### config.mk
export PLATFORM = sky130hd
export DESIGN_NAME = key_scan_ctrl
export DESIGN_NICKNAME = d
export VERILOG_FILES = /design/src/rtl/key_scan_ctrl.sv
export SDC_FILE = /design/constraint.sdc
export NUM_CORES = 1
export LEC_CHECK = 0
export CAP_MARGIN = 10
export CORE_AREA = 8 8 100 79
export CTS_BUF_LIST = sky130_fd_sc_hd__clkbuf_8 sky130_fd_sc_hd__clkbuf_16
export DETAILED_ROUTE_END_ITERATION = 6
export DIE_AREA = 0 0 108 87
export HOLD_SLACK_MARGIN = 0.06
export SLEW_MARGIN = 20
export SYNTH_ARGS = -nofsm -noshare
export SYNTH_HDL_FRONTEND = slang
export SYNTH_SLANG_ARGS = --single-unit
### constraint.sdc
create_clock -name clk -period 2.5 [get_ports clk]
set_clock_uncertainty 0.2 [all_clocks]
set_input_delay 0.5 -clock clk [delete_from_list [all_inputs] [get_ports clk]]
set_output_delay 0.5 -clock clk [all_outputs]
set_load 0.05 [all_outputs]
### src/rtl/key_scan_ctrl.sv
// rtl/key_scan_ctrl.sv - 4x4 active-low keypad scanner with debounce and valid/ready key output
module key_scan_ctrl #(
  parameter int SCAN_DIV   = 50000,
  parameter int CNT_W      = 16,
  parameter int DEBOUNCE_N = 10
) (
  input  logic       clk,
  input  logic       reset,
  input  logic [3:0] col_in,
  output logic [3:0] row_out,
  output logic       key_valid,
  output logic [3:0] key_code,
  input  logic       key_ready,
  output logic       key_down,
  output logic       overflow
);

  typedef enum logic [1:0] {SCAN, DEBOUNCE, RELEASE} state_t;

  localparam logic [CNT_W-1:0] DIV_LAST = CNT_W'(SCAN_DIV - 1);
  localparam logic [3:0]       DB_N     = 4'(DEBOUNCE_N);

  logic [3:0]       col_meta;
  logic [3:0]       col_s;
  logic [CNT_W-1:0] presc;
  logic             tick;
  state_t           state, state_n;
  logic [1:0]       row, row_n;
  logic [3:0]       cand, cand_n;
  logic [3:0]       stable, stable_n;
  logic [3:0]       rel, rel_n;
  logic             hit;
  logic [1:0]       col;
  logic [3:0]       code_now;
  logic             confirm;

  // col_in is asynchronous; idle (all high) is the safe reset value
  always_ff @(posedge clk or posedge reset) begin
    if (reset) begin
      col_meta <= 4'hF;
      col_s    <= 4'hF;
    end else begin
      col_meta <= col_in;
      col_s    <= col_meta;
    end
  end

  always_ff @(posedge clk or posedge reset) begin
    if (reset) presc <= '0;
    else if (presc == DIV_LAST) presc <= '0;
    else presc <= presc + 1'b1;
  end

  assign tick = (presc == DIV_LAST);
  assign hit  = (col_s != 4'hF);

  always_comb begin
    col = 2'd0;
    if (!col_s[0]) col = 2'd0;
    else if (!col_s[1]) col = 2'd1;
    else if (!col_s[2]) col = 2'd2;
    else if (!col_s[3]) col = 2'd3;
  end

  assign code_now = {row, col};

  always_comb begin
    state_n  = state;
    row_n    = row;
    cand_n   = cand;
    stable_n = stable;
    rel_n    = rel;
    confirm  = 1'b0;
    if (tick) begin
      case (state)
        SCAN: begin
          if (hit) begin
            cand_n   = code_now;
            stable_n = 4'd1;
            if (DB_N == 4'd1) begin
              confirm = 1'b1;
              state_n = RELEASE;
              rel_n   = 4'd0;
            end else begin
              state_n = DEBOUNCE;
            end
          end else begin
            row_n = row + 2'd1;
          end
        end
        DEBOUNCE: begin
          if (hit && code_now == cand) begin
            stable_n = stable + 4'd1;
            if (stable + 4'd1 == DB_N) begin
              confirm = 1'b1;
              state_n = RELEASE;
              rel_n   = 4'd0;
            end
          end else begin
            state_n  = SCAN;
            row_n    = row + 2'd1;
            stable_n = 4'd0;
          end
        end
        RELEASE: begin
          if (!hit) begin
            rel_n = rel + 4'd1;
            if (rel + 4'd1 == DB_N) begin
              state_n = SCAN;
              row_n   = row + 2'd1;
              rel_n   = 4'd0;
            end
          end else begin
            rel_n = 4'd0;
          end
        end
        default: begin
          state_n = SCAN;
        end
      endcase
    end
  end

  always_ff @(posedge clk or posedge reset) begin
    if (reset) begin
      state   <= SCAN;
      row     <= 2'd0;
      cand    <= 4'd0;
      stable  <= 4'd0;
      rel     <= 4'd0;
      row_out <= 4'b1110;
      key_down <= 1'b0;
    end else begin
      state    <= state_n;
      row      <= row_n;
      cand     <= cand_n;
      stable   <= stable_n;
      rel      <= rel_n;
      row_out  <= ~(4'b0001 << row_n);
      key_down <= (state_n == RELEASE);
    end
  end

  // A confirm may reuse the slot being accepted this cycle; otherwise the new key is lost
  always_ff @(posedge clk or posedge reset) begin
    if (reset) begin
      key_valid <= 1'b0;
      key_code  <= 4'd0;
      overflow  <= 1'b0;
    end else begin
      overflow <= 1'b0;
      if (confirm) begin
        if (!key_valid || key_ready) begin
          key_valid <= 1'b1;
          key_code  <= cand_n;
        end else begin
          overflow <= 1'b1;
        end
      end else if (key_valid && key_ready) begin
        key_valid <= 1'b0;
      end
    end
  end

endmodule

# After elaboration in Yosys (flattened, before gate mapping)
# Cells that the tools add are included.
dict set report word_totals {
  in_bits 7
  out_inout_bits 11
  register_bits 51
  elab_cells 81
}
dict set report classes {
  n_eq_ne 12
  mux 38
  shift 1
  n_addsub 4
  n_reduce_logical 12
  bitwise_logic 1
}
# op n
set op_table {}
lappend op_table {{two-way mux 4 bit} 9}
lappend op_table {{two-way mux 2 bit} 15}
lappend op_table {{adder 16 x 1 -> 16 bit (second input constant)} 1}
lappend op_table {{equality test 16 bit (second input constant)} 1}
lappend op_table {{two-way mux 16 bit} 1}
lappend op_table {{case mux 4 bit (2 select lines)} 2}
lappend op_table {{case mux 2 bit (3 select lines)} 2}
lappend op_table {{two-way mux 1 bit} 9}
lappend op_table {{adder 4 x 1 -> 4 bit (second input constant)} 2}
lappend op_table {{equality test 4 bit (second input constant)} 2}
lappend op_table {{inequality test 2 bit (second input constant)} 3}
lappend op_table {{nonzero test 2 bit} 3}
lappend op_table {{equality test 2 bit (second input constant)} 2}
lappend op_table {{equality test 4 bit} 1}
lappend op_table {{inequality test 4 bit (second input constant)} 1}
lappend op_table {{NOT 4 bit} 1}
lappend op_table {{AND reduction 2 bit} 2}
lappend op_table {{AND reduction 4 bit} 1}
lappend op_table {{left shift 1 x 2 -> 4 bit (first input constant)} 1}
lappend op_table {{AND reduction 3 bit} 1}
lappend op_table {{adder 2 x 1 -> 2 bit (second input constant)} 1}
lappend op_table {{equality test 2 x 1 -> 1 bit (second input constant)} 1}
lappend op_table {{logical AND 1 bit} 2}
lappend op_table {{zero test 2 bit} 1}
lappend op_table {{other kinds (3)} 3}

# Longest topological paths before layout
dict set report logic_depth {
  depth_word 11
  depth_mapped 8
  depth_no_buf 8
}

# Worst setup path after synthesis
# No wires, ideal clock.
dict set report synth_path {
  path_type {register to register}
  start {reg rel[0]}
  end {reg row_out[3]}
  t_arrival_ns 2.209
  setup_time_ns 0.082
  n_path_buf 0
  slack_ns 0.009
  path_stages_with_launch 7
  period_less_slack_ns 2.491
  required_ns 2.218
  path_cell_list {dfrtp_1 -> ha_1 -> or4_1 -> and3_1 -> or4_1 -> o211a_1 -> or2_1}
}
dict set report synth_via {
  elab_chain_len 8
}
# element line_no
set synth_lines {}
lappend synth_lines {{from (decl)} 31} ;# logic [3:0] rel, rel_n;
lappend synth_lines {{from (signal assigned)} 138} ;# rel <= rel_n;
lappend synth_lines {{adder 4 x 1 -> 4 bit} 108} ;# if (rel + 4'd1 == DB_N) begin
lappend synth_lines {{equality test 4 bit} 108}
lappend synth_lines {{two-way mux 2 bit} 108}
lappend synth_lines {{two-way mux 2 bit} 106} ;# if (!hit) begin
lappend synth_lines {{case mux 2 bit (3 select lines)} 75} ;# case (state)
lappend synth_lines {{two-way mux 2 bit} 74} ;# if (tick) begin
lappend synth_lines {{left shift 1 x 2 -> 4 bit} 139} ;# row_out <= ~(4'b0001 << row_n);
lappend synth_lines {{NOT 4 bit} 139}
lappend synth_lines {{to (signal assigned)} 139}
lappend synth_lines {{to (decl)} 10} ;# output logic [3:0] row_out,
# Every way passes these cells.
# A chain may end at the register's enable or synchronous reset.

# Worst setup path after layout
dict set report layout_path {
  start {reg col_s[3]}
  end {reg row_out[3]}
}
dict set report layout_via {
  elab_chain_len 11
  elab_cells_between_ends 14
  cone_classes {2 x eq/ne; 1 x shift; 9 x mux; 1 x bitwise; 1 x reduce/logical}
}
# element line_no
set layout_lines {}
lappend layout_lines {{from (decl)} 24} ;# logic [3:0] col_s;
lappend layout_lines {{from (signal assigned)} 44} ;# col_s <= col_meta;
lappend layout_lines {{two-way mux 2 bit} 62} ;# else if (!col_s[3]) col = 2'd3;
lappend layout_lines {{two-way mux 2 bit} 61} ;# else if (!col_s[2]) col = 2'd2;
lappend layout_lines {{two-way mux 2 bit} 60} ;# else if (!col_s[1]) col = 2'd1;
lappend layout_lines {{two-way mux 2 bit} 59} ;# if (!col_s[0]) col = 2'd0;
lappend layout_lines {{equality test 4 bit} 92} ;# if (hit && code_now == cand) begin
lappend layout_lines {{logical AND 1 bit} 92}
lappend layout_lines {{two-way mux 2 bit} 92}
lappend layout_lines {{case mux 2 bit (3 select lines) *} 75}
lappend layout_lines {{two-way mux 2 bit *} 74}
lappend layout_lines {{left shift 1 x 2 -> 4 bit *} 139}
lappend layout_lines {{NOT 4 bit *} 139}
# Mark *: on every way between the ends. The rest lies on a longest branch, timed or not.

==> impl_metrics.yaml <==
timing:
  rsz0062_at_grt: "true"
  setup_ws_ns: -0.00270
  fmax_mhz: 400
  fin_crit_sh_pct: 100
  setup_tns_ns: -0.00270
  hold_viol_final: 0
  drv_slew: 0
  slew_headroom_pct: 65.6
  min_period_ns: 2.50
  worst_pin_slew_ns: 0.515
  setup_viol: 1
power:
  fin_total_pwr_mw: 1.33
  pwr_density_cell_nw_per_um2: 423
  ir_drop_uv: 206
  p_leak_nw: 1.40
floorplan:
  io_pins: 18
  std_cell_rows: 26
  die_area_sq_um: 9400
  core_sq_um: 6470
  initial_utilization_pct: 37.6
  fp.dieH_um: 87
  chipWidth_um: 108
synth:
  synthDistinctLibCells: 51
  ys_warn_count: 0
  syn-num-nets: 237
  syn-cell-area_sq_um: 2430
  synth_edf_count: 0
  synth-async-reset-ratio_pct: 100
  yosys.area.top_type: "dfrtp_1"
  ys.flop_type: "dfrtp_1"
  ys_seq_area_share_pct: 53.1
  synthTopCellsByArea: "dfrtp_1 41%, dfstp_2 12%, xnor2_1 4.3%, xor2_1 4.0%, nand2_1 3.7%"
  syn_avg_cell_area_sq_um: 10.8
  synth_top_cell_area_share_pct: 41.2
  yosys_register_bits: 51
  synthCells: 225
global_route:
  grt.overflow.total: 0
  grt_util_all_layers_pct: 10.8
  grt_max_degree: 33
  grt_pass1_vias: 1778
  grt_pass1_wl_um: 8150
  antenna_found_initial: 0
routing:
  drtAntennaViolNets: 0
  drc_errors: 0
  num_vias: 1812
  routed_via_density: 4.95
  wirelength_um: 4830
  routedWlPerCell_um: 13.2
  dr.pass1.iters: 6
  drt_iter0_drc: 58
clock_network:
  max-clock-path-buffers: 2
  clk_pin_slew_ns: 0.08
  cts_root_buf: "clkbuf_8"
  clk_latency_ns: 0.29
  cts.sinks: 51
  cts_tree: "yes"
  cts_hold_buf: 0
  cts_made_buffers: 5
  htree_levels: 2
critical_path:
  cp.required_ns: 2.53
  cp.arrival_ns: 2.53
  ff2ff_setup_slack_ns: -0.003
  cp-end-kind: "flip-flop"
  critPathLaunchType: "flip-flop"
  path_class: "reg -> reg"
  cp_max_fo: 4
placement:
  gp_congestion: 0.798
  port_buffers: 17
  dpl.hpwl_um: 3610
  place_ws_ns: 0.00146
job:
  cap_violations: 0
final_layout:
  mostFrequentLayoutCells: "39 x dfrtp_1, 33 x buf_4, 24 x nand2_1, 17 x clkdlybuf4s50_1, 14 x nor2_1"
  n_antenna_cell: 0
  final_nets: 293
  drive_gt1_share_pct: 27.7
  fin_util_pct: 48.5
  syn2layout_area_growth_pct: 29.2
  final_common_cell: "dfrtp_1"
status:
  status: "finished with violations"
  violations: "setup timing"
hold_path:
  min_path_type: "reg -> reg"
## flip-flops by register name, summed over array words and instances (netlist names)
register,flops
rel,4
col_s,4
col_meta,4
presc,16
key_valid,1
row_out,4
key_down,1
cand,4
key_code,4
stable,4
row,2
state,2
overflow,1
## per-stage QoR
stage	instances	hold slack (ns)	instance area, sq um
final	366	0.158	3140
after global routing	366	0.164	3140
after detailed placement	357	0.147	2960
after CTS	365	0.160	3060
after floorplan	225	0.145	2430
after global placement	357	0.146	2960
## layer usage
layer,vias to the layer above,track usage (%),routed length [um]
met3,6,2.59,234
met5,-,0,0
met2,38,16.4,2110
li1,893,-,-
met1,875,14.9,2430
met4,0,2.64,53
## power by group
group | internal [mW] | switching [mW]
combinational | 0.0212 | 0.0280
sequential | 0.836 | 0.00354
clock | 0.189 | 0.250
total | 1.05 | 0.281
## Yosys cell counts (all sizes together), types with 2 or more instances
cell / count
dfrtp: 40
nand2: 24
nor2: 14
inv: 12
xnor2: 12
dfstp: 11
xor2: 11
nand3: 10
o21ai: 9
a21oi: 7
nand2b: 7
and3: 6
mux2: 6
ha: 5
and4: 3
nand4: 3
nor3: 3
and2: 2
buf: 2
clkbuf: 2
mux2i: 2
nor2b: 2
nor4: 2
nor4b: 2
nor4bb: 2
o211ai: 2
o22ai: 2
or3: 2
or4: 2
## kinds of logic after synthesis
kind of cell / after synthesis / share of synthesized area (%)
mux: 8 / 3.60
simple gates: 90 / 20.6
flops: 51 / 53.1
compound gates: 32 / 9.01
buf+inv: 16 / 2.83
xor+xnor: 23 / 8.29
fa+ha+maj: 5 / 2.57
## path summary, 6_finish.rpt
path,startpoint,cells past startpoint,endpoint
max,col_s[3],6,row_out[3]
min,col_meta[2],0,col_s[2]
max reg2reg,col_s[3],6,row_out[3]
min reg2reg,col_meta[2],0,col_s[2]
max in group asynchronous,reset,3,col_s[2]
min in group asynchronous,reset,2,key_code[1]
## area by class of cell
| cell class | count | area, sq um |
|---|---|---|
| sequential | 51 | 1290 |
| fill | 604 | 3330 |
| inverter | 12 | 45.0 |
| clock buffer | 5 | 68.8 |
| tap | 84 | 105 |
| timing repair buffer | 53 | 469 |
| multi-input combinational | 158 | 1150 |
| clock inverter | 3 | 12.5 |
## timing repair
item | in CTS | in global routing
setup endpoints to repair | 5 | 12
gates resized for setup | 4 | 14
pin swaps | 1 | 2
setup buffers | 0 | 1
## worst max-delay path: stages (launching register included)
cell	delay [ns]
dfstp_2	0.56
nand4_1	0.13
or4_1	0.48
and3_4	0.22
or4_4	0.49
o211a_4	0.16
or2_1	0.20
No activity file was read; power rests on OpenSTA's default activity.
